===== src/rtl/key_pkg.sv =====
// Shared types for the key source arbiter: source tags,
// arbiter FSM encodings and the buffered key entry.
package key_pkg;

  localparam int KEY_W = 8;

  localparam logic SRC_USB  = 1'b0;
  localparam logic SRC_UART = 1'b1;

  typedef enum logic [1:0] {
    ST_IDLE  = 2'd0,
    ST_GRANT = 2'd1,
    ST_GAP   = 2'd2
  } state_t;

  typedef struct packed {
    logic             src;
    logic [KEY_W-1:0] key;
  } key_ent_t;

endpackage


===== src/rtl/key_fifo.sv =====
// Show-ahead synchronous FIFO; dout is the head entry (zero when empty).
// Ports: clk, rst_n, push/din, pop/dout, full, empty, count (0..DEPTH).
module key_fifo
  import key_pkg::*;
#(
  parameter int DEPTH = 8,
  parameter int AW    = 3,
  parameter int W     = KEY_W + 1
) (
  input  logic          clk,
  input  logic          rst_n,
  input  logic          push,
  input  logic [W-1:0]  din,
  input  logic          pop,
  output logic [W-1:0]  dout,
  output logic          full,
  output logic          empty,
  output logic [AW:0]   count
);

  localparam logic [AW:0] DEP = (AW+1)'(DEPTH);

  logic [W-1:0]  mem [DEPTH];
  logic [AW-1:0] wr_ptr;
  logic [AW-1:0] rd_ptr;
  logic          do_push;
  logic          do_pop;

  assign full    = (count == DEP);
  assign empty   = (count == '0);
  assign do_push = push && !full;
  assign do_pop  = pop && !empty;
  assign dout    = empty ? '0 : mem[rd_ptr];

  always_ff @(posedge clk or negedge rst_n) begin
    if (!rst_n) begin
      wr_ptr <= '0;
      rd_ptr <= '0;
      count  <= '0;
    end else begin
      if (do_push) wr_ptr <= wr_ptr + 1'b1;
      if (do_pop)  rd_ptr <= rd_ptr + 1'b1;
      unique case ({do_push, do_pop})
        2'b10:   count <= count + 1'b1;
        2'b01:   count <= count - 1'b1;
        default: count <= count;
      endcase
    end
  end

  // Storage needs no reset: dout is masked while empty.
  always_ff @(posedge clk) begin
    if (do_push) mem[wr_ptr] <= din;
  end

endmodule


===== src/rtl/key_source_arbiter.sv =====
// Round-robin merge of USB and UART key streams into a tagged FIFO.
// Ports: i_clk, i_rst_n, USB/UART valid/key/ready, i_src_en, key out, o_overflow.
module key_source_arbiter
  import key_pkg::*;
#(
  parameter int DEPTH = 8,
  parameter int AW    = 3
) (
  input  logic             i_clk,
  input  logic             i_rst_n,
  input  logic             i_usb_valid,
  input  logic [KEY_W-1:0] i_usb_key,
  output logic             o_usb_ready,
  input  logic             i_uart_valid,
  input  logic [KEY_W-1:0] i_uart_key,
  output logic             o_uart_ready,
  input  logic [1:0]       i_src_en,
  output logic             o_key_valid,
  output logic [KEY_W-1:0] o_key,
  output logic             o_key_src,
  input  logic             i_key_ready,
  output logic             o_overflow
);

  localparam logic [AW:0] DEP = (AW+1)'(DEPTH);

  state_t   state;
  logic     ptr;
  logic     gsrc;
  logic     pick;
  logic     usb_req;
  logic     uart_req;
  logic     usb_elig;
  logic     uart_elig;
  logic     full;
  logic     empty;
  logic     push;
  logic     pop;
  logic [AW:0] cnt;
  key_ent_t push_ent;
  key_ent_t head;

  assign usb_req   = i_usb_valid && i_src_en[0];
  assign uart_req  = i_uart_valid && i_src_en[1];
  assign usb_elig  = usb_req && !full;
  assign uart_elig = uart_req && !full;

  always_comb begin
    pick = SRC_USB;
    if (usb_elig && uart_elig) pick = ptr;
    else if (uart_elig)        pick = SRC_UART;
  end

  // Grant is committed once latched: push regardless of i_src_en now.
  assign push         = (state == ST_GRANT);
  assign push_ent.src = gsrc;
  assign push_ent.key = (gsrc == SRC_UART) ? i_uart_key : i_usb_key;
  assign pop          = o_key_valid && i_key_ready;

  always_ff @(posedge i_clk or negedge i_rst_n) begin
    if (!i_rst_n) begin
      state        <= ST_IDLE;
      ptr          <= SRC_USB;
      gsrc         <= SRC_USB;
      o_usb_ready  <= 1'b0;
      o_uart_ready <= 1'b0;
      o_overflow   <= 1'b0;
    end else begin
      o_usb_ready  <= 1'b0;
      o_uart_ready <= 1'b0;
      unique case (state)
        ST_IDLE: begin
          if ((usb_req || uart_req) && cnt == DEP)
            o_overflow <= 1'b1;
          if (usb_elig || uart_elig) begin
            gsrc         <= pick;
            o_usb_ready  <= (pick == SRC_USB);
            o_uart_ready <= (pick == SRC_UART);
            state        <= ST_GRANT;
          end
        end
        ST_GRANT: begin
          ptr   <= ~gsrc;
          state <= ST_GAP;
        end
        // Source still shows the acked key here.
        ST_GAP:  state <= ST_IDLE;
        default: state <= ST_IDLE;
      endcase
    end
  end

  key_fifo #(
    .DEPTH (DEPTH),
    .AW    (AW),
    .W     ($bits(key_ent_t))
  ) u_fifo (
    .clk   (i_clk),
    .rst_n (i_rst_n),
    .push  (push),
    .din   (push_ent),
    .pop   (pop),
    .dout  (head),
    .full  (full),
    .empty (empty),
    .count (cnt)
  );

  assign o_key_valid = !empty;
  assign o_key       = head.key;
  assign o_key_src   = head.src;

endmodule


===== config.mk =====
export PLATFORM = sky130hd
export DESIGN_NAME = key_source_arbiter
export DESIGN_NICKNAME = d
export VERILOG_FILES = /design/src/rtl/key_pkg.sv /design/src/rtl/key_fifo.sv /design/src/rtl/key_source_arbiter.sv
export SDC_FILE = /design/constraint.sdc
export NUM_CORES = 1
export LEC_CHECK = 0
export ABC_AREA = 1
export BUFFER_PORTS_ARGS = -buffer_cell sky130_fd_sc_hd__buf_2
export CAP_MARGIN = 20
export CORE_MARGIN = 2
export CORE_UTILIZATION = 40
export CTS_CLUSTER_SIZE = 20
export DETAILED_ROUTE_END_ITERATION = 7
export SLEW_MARGIN = 20
export SYNTH_ARGS = -nofsm -noshare
export SYNTH_HDL_FRONTEND = slang
export SYNTH_SLANG_ARGS = --single-unit

===== constraint.sdc =====
create_clock -name i_clk -period 2.2 [get_ports i_clk]
set_clock_uncertainty 0.15 [all_clocks]
set_input_delay 0.33 -clock i_clk [delete_from_list [all_inputs] [get_ports i_clk]]
set_output_delay 0.33 -clock i_clk [all_outputs]
set_load 0.05 [all_outputs]

Word-level counts from Yosys, hierarchy flattened
Memory sizes are Yosys's and may differ from the RTL's. Index checks and enable logic that the tools add are counted.

Add/sub/neg operators: 4. Bitwise logic cells: 2. Eq/ne operators: 5. Multiplexer cells: 13. Reduce and logical (&&, ||, !) cells: 18.

Operators by type and width (number): $logic_and A1 B1 Y1 (9); $mux W9 (1); $mux W1 (8); $mux W8 (1); $pmux W4 S2 (1); $add A3 B1 Y3 const B (2); $add A4 B1 Y4 const B (1); $eq A2 B1 Y1 const B (2); $eq A4 B4 Y1 const B (1); $logic_not A4 Y1 (1); $pmux W2 S2 (1); $reduce_and A2 Y1 (2); $sub A4 B1 Y4 const B (1); $eq A2 B2 Y1 const B (1); $logic_not A1 Y1 (2); $logic_not A2 Y1 (1); $logic_or A1 B1 Y1 (2); $mux W2 (1); $ne A2 B2 Y1 const B (1); $not A1 Y1 (2); $reduce_bool A2 Y1 (1).

Memories: 1. Logic and storage cells: 52. Register bits: 17. Bits in writable memories: 72. Output and inout port bits: 13.

Memories: u_fifo.mem (words 8, width 9, rd ports 1, clocked after Yosys merged registers in 0, write ports 1, line key_fifo.sv:23) `logic [W-1:0] mem [DEPTH];`.

Longest topological paths before layout
Gate-level depths: netlist of run 1.

Word-level depth: 8. Gate-level depth with buffers: 13. Mapped depth without buffers: 13.

Cells and area by module
A second synthesis of run 1 with hierarchy kept.

Cell total of the unflattened synthesis: 341. Area total of the unflattened synthesis: 3937.5 µm².

Modules (own cells, without submodules): key_fifo (area an instance 3509.6 µm², instances 1, cells each 295, sequential area each 2412.3 µm²); key_source_arbiter (area an instance 427.9 µm², instances 1, cells each 46, sequential area each 175.2 µm²).

Worst setup path after synthesis of run 1
Ideal clock, no wire load.

Path kind: register to output. Start point: register u_fifo.rd_ptr[0]. End point: output o_key[0]. Arrival time: 1621 ps. Buffers on the path: 2. Cell stages (with the launch flop): 8. Path slack: 99 ps. Cell sequence: dfrtp_1 buf_6 inv_8 buf_6 nor2_1 o211ai_1 nand2_1 nor2_1.

Word-level cells in the longest chain between the ends: 2.

Ends and longest elaborated chain: from (decl) (line key_fifo.sv:25) `logic [AW-1:0] rd_ptr;`; from (signal assigned) (line key_fifo.sv:42) `if (do_pop) rd_ptr <= rd_ptr + 1'b1;`; $mem_v2 Z8 W9; $mux W9 (line key_fifo.sv:33) `assign dout = empty ? '0 : mem[rd_ptr];`; to (decl) (line key_source_arbiter.sv:19) `output logic [KEY_W-1:0] o_key,`.

Every way passes these cells.

Worst setup path in the final report of run 1
Start point: register u_fifo.rd_ptr[0]. End point: output o_key_src.

Word-level cells in the longest chain between the ends: 2.

Ends and longest elaborated chain: $mem_v2 Z8 W9; $mux W9 (line key_fifo.sv:33); to (decl) (line key_source_arbiter.sv:20) `output logic o_key_src,`.

Every way passes these cells.

==> results of run 1 <==
[critical path, stage by stage, from the launching register on]
cell and delay [ns]:
dfrtp_2 0.48, buf_6 0.14, buf_8 0.12, o21ai_2 0.06, o22ai_1 0.19, nor2_1 0.09
nor2_2 0.15, buf_6 0.17
[worst max-delay path by stage]
| stage | from | endpoint | slack [ns] | cells after the start |
|---|---|---|---|---|
| after floorplan | u_fifo.rd_ptr[0] | o_key[0] | 0.1 | 7 |
| after global routing | u_fifo.rd_ptr[0] | o_key_src | -0.12 | 9 |
| final | u_fifo.rd_ptr[0] | o_key_src | -0.02 | 7 |
| after global placement | u_fifo.count[1] | u_fifo.count[2] | 0.15 | 11 |
| after detailed placement | u_fifo.count[3] | u_fifo.count[2] | 0.12 | 12 |
| after CTS | u_fifo.rd_ptr[0] | o_key_src | -0.01 | 8 |
[layout make-up]
| cell class | instances | area share [%] |
|---|---|---|
| flip-flops and latches | 89 | 55.68 |
| inverters | 15 | 1.559 |
| multi-input cells | 227 | 25.37 |
| clock inverters | 3 | 0.4031 |
| repair buffers | 60 | 10.51 |
| well taps | 133 | 3.574 |
| clock buffers | 12 | 2.902 |
[layer usage]
metal / GRT usage (%) / routed length (um) / share of wire [%] / vias to the layer above
met5: 0 / 0 / 0 / -
met4: 3.239 / 65 / 0.78 / 0
met3: 4.949 / 545 / 6.6 / 7
met2: 27.20 / 3976 / 48 / 75
met1: 21.61 / 3724 / 45 / 1254
li1: - / - / - / 1292
[power groups by stage]
stage | sequential, mW | combinational, mW | clock (mW)
after global placement | 2.50 | 2.93 | 0
after floorplan | 2.47 | 2.35 | 0
after detailed placement | 2.51 | 2.96 | 0
final | 2.51 | 3.59 | 0.930
after global routing | 2.55 | 3.92 | 1.02
after CTS | 2.49 | 3.18 | 0.957
[registers in the layout (all words and copies together) (netlist names)]
name and cells:
u_fifo.count 4, u_fifo.rd_ptr 3, state 2, o_uart_ready 1
u_fifo.wr_ptr 3, ptr 1, o_overflow 1, o_usb_ready 1
u_fifo.mem 72, gsrc 1
[cells by family after synthesis]
family                     Yosys count  synth area share (%)
buffers and inverters               29                 5.069
and+or+nand+nor                    155                 16.59
DFF                                 89                 66.35
AOI/OAI and AO/OA                   62                 9.272
adders and majority gates            5                 1.604
xor gates and xnor gates             5                 1.123
[layout by cell type (no fill, tap or decap), types with 2 or more instances in the layout]
| cell | instances |
|---|---|
| buf_6 | 11 |
| xor2_1 | 2 |
| nand3_1 | 4 |
| clkbuf_1 | 3 |
| o21ai_0 | 22 |
| buf_4 | 16 |
| ha_1 | 4 |
| edfxtp_1 | 72 |
| o21ai_1 | 13 |
| o21ai_2 | 5 |
| nor2_4 | 4 |
| o211ai_1 | 7 |
| nor2_1 | 61 |
| clkinv_2 | 2 |
| o22ai_1 | 9 |
| inv_2 | 3 |
| clkbuf_8 | 9 |
| dfrtp_1 | 13 |
| dfrtp_2 | 4 |
| buf_2 | 26 |
| o211ai_2 | 2 |
| buf_8 | 4 |
| xnor2_1 | 3 |
| nand2_1 | 63 |
| nor2_2 | 18 |
| inv_1 | 9 |
[through the flow]
stage | total power, mW | worst slack [ns] | util (%) | hold WS [ns]
2_1_floorplan | 4.822 | 0.09924 | - | -0.1156
3_3_place_gp | 5.438 | 0.1461 | 43.86 | 0.1339
3_5_place_dp | 5.470 | 0.1160 | 43.86 | 0.1318
4_1_cts | 6.628 | -0.01363 | 46.24 | 0.1374
5_1_grt | 7.497 | -0.1238 | 48.30 | 0.1565
6_report | 7.039 | -0.02445 | 48.30 | 0.1573
[timing repair]
item,4_1_cts,5_1_grt
gates resized for setup,22,41
cloned,0,2
hold endpoints to repair,17,0
buffers inserted,0,6
pin swaps,2,21
endpoints found under the setup margin,9,10
hold buffers,1,0
==> summary.txt, run 1 <==
Min path
  – Worst Hold Depth: 3
  – WHS Endpoint: u_fifo.rd_ptr[0]
  – Hold Crit Start: i_key_ready
  – Worst Hold Class: in -> reg

Run status
  – Status: finished with violations
  – Failing checks: negative setup slack

Timing
  – Final Hold Viols: 0
  – RSZ-0062 raised after global routing: yes
  – Max-slew violations: 0
  – PnR worst setup slack: -0.02445 ns
  – Worst slew pin tran: 0.4395 ns
  – Setup_tns: -0.03033 ns
  – Maximum clock frequency: 0.4495 GHz
  – Setup-failing EPs final: 2
  – Min cycle time layout: 2.224 ns
  – Slew margin rel.: 70.70%
  – Fin crit share: 101.1%

Finish
  – Final Non-Filler Cells: 539
  – Finished Cell Area: 4656 um^2
  – Fillers: 911
  – Layout Nets: 430
  – Storage element area: 2592 um^2
  – Multi-input combinational cell area: 1181 um^2
  – Number of antenna repair diodes: 0
  – Layout cells sized above 1: 28.08%
  – Synth-to-Final Area Change: 19.38%

Logic synthesis
  – Most used DFF post-synth: edfxtp_1
  – Synth top cells by count: nor2_1 (73), edfxtp_1 (72), nand2_1 (63), o21ai_0 (26), dfrtp_1 (17)
  – Netlist cell types: 33
  – Synth warn: 0
  – Sequential share of the synthesized area: 66.35%
  – EDFF count, synth: 72
  – Async set or reset register ratio after synthesis: 19.10%
  – Syn Area/Cell: 11.30 um^2
  – Syn Inst Count: 345
  – Post-Syn Area: 3900 um^2
  – Most frequent cell after synthesis: nor2_1
  – Post-synth top area cell: edfxtp_1
  – FF+latch count, synth: 89
  – Yosys top cell area share: 55.44%
  – Syn Nets: 373
  – Top area cells in the synthesized netlist: edfxtp_1 (55%), dfrtp_1 (11%), nor2_1 (7.0%)

Flow run
  – Max-cap violations: 0

Die
  – CORE AREA: 9639 um^2
  – Std cell rows: 36
  – Initial core utilization: 40.46%
  – Die span in x: 102.7 um
  – IO Pins: 36
  – Die Span Y: 102.7 um
  – Die area: 10560 um^2

Clocking
  – CTS clk-pin slew, worst paths: 0.07 ns
  – CTS root buf: clkbuf_8
  – Clk_lat worst skew: 0.35 ns
  – Num CTS Buffers: 9
  – TritonCTS clock tree: yes
  – H-tree Lvls: 3
  – Clock Sinks: 89
  – Clk buf depth: 2

Placed design
  – Placed cells: 515
  – RePlAce Congestion: 0.7431
  – Placed Area: 4228 um^2
  – IO Port Bufs: 35
  – Post-DP HPWL: 5156 um

Drt
  – First-iteration detailed-routing DRC count: 117
  – Vias: 2628
  – Number of nets with antenna violations after routing: 0
  – Drt pass-1 iters: 4
  – Routed WL per cell: 15.42 um
  – Vias per cell: 4.876
  – Residual DRC: 0
  – Routed WL: 8312 um

Power and ir drop
  – Clk network pwr share: 13.2%
  – Combinational power share: 51.1%
  – Cell area power density: 1512 nW/um^2
  – Pint: 3.970 mW
  – P_sw: 3.069 mW
  – IR drop worst, VDD: 1.451 mV
  – Sw Ratio: 43.60%
  – Flop pwr share: 35.7%
  – Leakage power: 1.823 nW

GRT
  – Total grt overflow: 0
  – Total track usage: 16.38%
  – Global-route wire length before repair: 12630 um
  – Initial antenna violation count: 0
  – Largest net degree at the start of global routing: 38
  – Vias in the first global route: 2478

Setup path
  – Reg2Reg Depth: 11
  – Crit end category: output pin
  – Critical Path RT: 1.72 ns
  – Worst r2r src: u_fifo.count[0]
  – Flop-to-flop setup slack: 0.16 ns
  – Setup CP Type: reg -> out
  – Critical R2R Capture: u_fifo.count[2]
  – CP Data Arrival Time: 1.74 ns
  – Worst setup SP type: flip-flop
  – Crit Path Max Fanout: 8
(Power assumes the default switching activity.)
==> run 2, diff against run 1 <==
--- a/config.mk
+++ b/config.mk
@@ -6,8 +6,9 @@
 export NUM_CORES = 1
 export LEC_CHECK = 0
 export ABC_AREA = 1
-export BUFFER_PORTS_ARGS = -buffer_cell sky130_fd_sc_hd__buf_2
+export BUFFER_PORTS_ARGS = -buffer_cell sky130_fd_sc_hd__buf_4
 export CAP_MARGIN = 20
+export CORE_ASPECT_RATIO = 1.2
 export CORE_MARGIN = 2
 export CORE_UTILIZATION = 40
 export CTS_CLUSTER_SIZE = 20
==> run 2 against run 1 <==
  * The run still ends with negative setup slack left
  * Sequential share of layout area is 3.1 points lower
  * Maximum frequency is 0.56% higher
  * Sequential cell count stayed put
  * Critical path depth stayed put
  * Register-to-register slack worse by 0.02 ns
  * Final cell count is 0.93% lower
  * Hold slack better by 0.011 ns
  * Combinational power is 6.7% higher
  * First-iteration DRC count is 19% higher
  * Non-clock buffer count is 2 higher
  * Sequential power is 2% lower
  * Wire length is 2.3% higher
  * Critical endpoint unchanged
==> summary.txt, run 2 (synthesis gave the netlist of run 1 again) <==
Flow run
  – Max-cap violations: 0 (unchanged)

Finish
  – Layout cells sized above 1: 29.20% (was 28.08%)
  – Regs by FF count: u_fifo.mem: 72 flops, u_fifo.count: 4 flops (unchanged)
  – Number of antenna repair diodes: 0 (unchanged)
  – Max reg flops: 72 (unchanged)
  – Finished Cell Area: 4930 um^2 (was 4656 um^2)
  – Most frequent cells in the layout: edfxtp_1 (72), nand2_1 (63), nor2_1 (59), buf_4 (44), o21ai_0 (24) (was edfxtp_1 (72), nand2_1 (63), nor2_1 (61), buf_2 (26), o21ai_0 (22))
  – Synth-to-Final Area Change: 26.40% (was 19.38%)
  – Layout Nets: 434 (was 430)
  – Largest register by flop count: u_fifo.mem (unchanged)
  – Commonest non-fill, non-tap cell in the layout: edfxtp_1 (unchanged)

Setup path
  – Flop-to-flop setup slack: 0.14 ns (was 0.16 ns)
  – CP Data Arrival Time: 1.73 ns (was 1.74 ns)
  – Max stage delay on crit path: 0.48 ns (about the same)
  – Worst setup SP type: flip-flop (unchanged)
  – Reg2Reg Depth: 12 (was 11)
  – Top cell family by delay on the critical path: flip-flops (unchanged)
  – Worst r2r src: u_fifo.count[1] (was u_fifo.count[0])
  – Cell chain of the critical path: buf_16, clkinv_16, nor2_1, o211ai_1, nand2_1, nor2_2, buf_6 (was buf_6, buf_8, o21ai_2, o22ai_1, nor2_1, nor2_2, buf_6)
  – Critical path buffers and inverters: 3 (unchanged)
  – Crit end category: output pin (unchanged)
  – Critical R2R Capture: u_fifo.count[2] (unchanged)
  – Critical Path RT: 1.72 ns (about the same)
  – Setup CP Type: reg -> out (unchanged)
  – Slowest library cell on the worst path: dfrtp_2 (unchanged)
  – Crit Path Max Fanout: 19 (was 8)

Timing
  – Slew margin rel.: 78.33% (was 70.70%)
  – Maximum clock frequency: 0.4521 GHz (was 0.4495 GHz)
  – Max-slew violations: 0 (unchanged)
  – Setup-failing EPs final: 4 (was 2)
  – Fin crit share: 100.5% (was 101.1%)
  – Worst slew pin tran: 0.3231 ns (was 0.4395 ns)
  – PnR worst setup slack: -0.01199 ns (was -0.02445 ns)
  – Final Hold Viols: 0 (unchanged)
  – RSZ-0062 raised after global routing: yes (unchanged)
  – Setup_tns: -0.03883 ns (was -0.03033 ns)
  – Worst hold margin: 0.1685 ns (was 0.1573 ns)
  – Min cycle time layout: 2.212 ns (was 2.224 ns)

Clocking
  – Clk_lat worst skew: 0.33 ns (was 0.35 ns)
  – CTS clk-pin slew, worst paths: 0.06 ns (was 0.07 ns)
  – CTS root buf: clkbuf_16 (was clkbuf_8)
  – Num CTS Buffers: 9 (unchanged)
  – TritonCTS clock tree: yes (unchanged)
  – Clock Sinks: 89 (unchanged)
  – Clk buf depth: 2 (unchanged)
  – H-tree Lvls: 3 (unchanged)

Die
  – Die Span Y: 112.2 um (was 102.7 um)
  – Die span in x: 94.14 um (was 102.7 um)
  – Die area: 10560 um^2 (about the same)
  – IO Pins: 36 (unchanged)
  – Initial core utilization: 40.99% (was 40.46%)
  – Std cell rows: 39 (was 36)
  – CORE AREA: 9515 um^2 (was 9639 um^2)

Min path
  – WHS Endpoint: u_fifo.rd_ptr[0] (unchanged)
  – Worst Hold Class: in -> reg (unchanged)
  – Hold Crit Start: i_key_ready (unchanged)
  – Worst Hold Depth: 3 (unchanged)

Drt
  – Drt pass-1 iters: 4 (unchanged)
  – Routed WL per cell: 15.92 um (was 15.42 um)
  – Vias per cell: 5.026 (was 4.876)
  – Routed WL: 8503 um (was 8312 um)
  – Vias: 2684 (was 2628)
  – Number of nets with antenna violations after routing: 0 (unchanged)
  – First-iteration detailed-routing DRC count: 139 (was 117)
  – Residual DRC: 0 (unchanged)

Placed design
  – IO Port Bufs: 35 (unchanged)
  – Post-DP HPWL: 5433 um (was 5156 um)
  – Setup WS pre-CTS: 0.05963 ns (was 0.1160 ns)
  – Placed Area: 4330 um^2 (was 4228 um^2)
  – RePlAce Congestion: 0.7934 (was 0.7431)

GRT
  – Total track usage: 17.50% (was 16.38%)
  – Total grt overflow: 0 (unchanged)
  – Global-route wire length before repair: 13630 um (was 12630 um)
  – Initial antenna violation count: 0 (unchanged)
  – Vias in the first global route: 2615 (was 2478)
  – Largest net degree at the start of global routing: 20 (was 38)

Run status
  – Failing checks: negative setup slack (unchanged)
  – Status: finished with violations (unchanged)

Power and ir drop
  – IR drop worst, VDD: 1.074 mV (was 1.451 mV)
  – Cell area power density: 1584 nW/um^2 (was 1512 nW/um^2)
  – Leakage power: 1.943 nW (was 1.823 nW)
==> run 2: changes by cell type in the layout (fill, tap and decap cells not counted), moves of 2 or more <==
cell / change
nor2_1: -2
clkbuf_16: +8
clkinvlp_4: +2
nor2_2: +3
o21ai_0: +2
o21ai_2: -2
buf_16: +3
clkbuf_8: -9
buf_4: +28
buf_2: -26
clkbuf_1: -3
buf_8: -3
==> run 2: layer usage <==
layer	GRT usage (%)	up-vias	wire length, um
met5	0	-	0
met4	5.217	0	98
met3	5.436	10	485
met2	28.14	76	4485
met1	22.84	1292	3433
li1	-	1306	-
==> run 2: area by class of cell <==
cell class              count  area [um^2]
fillers                   849         4586
clock buffers               9        225.2
well taps                 123        153.9
repair buffers             62        601.8
flip-flops and latches     89         2592
repair inverters            2        25.02
inverters                  15        86.33
multi-input cells         227         1174
clock inverters             7        71.32
==> run 2: tightest hold or removal path, stage by stage <==
cell and delay, ns:
buf_4 0.12, nand2_1 0.10, xor2_1 0.07
==> run 2: stage by stage <==
stage               utilization [%]  power (mW)  instances
floorplan                         -       4.822        345
global placement              45.51       5.615        507
detailed placement            45.51       5.657        507
CTS                           51.28       7.794        533
global route                  51.81       8.290        534
finish                        51.81       7.808        534
==> run 2: how the worst max path moves through the flow <==
stage                           from               to  slack, ns  depth (start not counted)
global placement     u_fifo.count[1]  u_fifo.count[2]       0.14                         12
floorplan           u_fifo.rd_ptr[0]         o_key[0]        0.1                          7
detailed placement   u_fifo.count[1]  u_fifo.count[2]       0.06                         12
global route        u_fifo.rd_ptr[0]         o_key[3]      -0.14                          9
CTS                 u_fifo.rd_ptr[0]         o_key[4]      -0.04                          7
finish              u_fifo.rd_ptr[0]        o_key_src      -0.01                          7
==> run 2: power breakdown <==
part           leakage (nW)  switching [mW]  internal, mW  total, mW
clock network         0.139           0.625         0.877       1.50
logic                 0.949            2.40          1.43       3.83
registers             0.855           0.212          2.26       2.47
==> run 2: what timing repair did <==
item                                    4_1_cts  5_1_grt
setup buffers                                 4        1
gates resized for setup                      33       15
endpoints found under the setup margin        9       10
cloned                                        5        0
hold buffers                                  1        0
hold endpoints to repair                     17        0
pin swaps                                     9       10
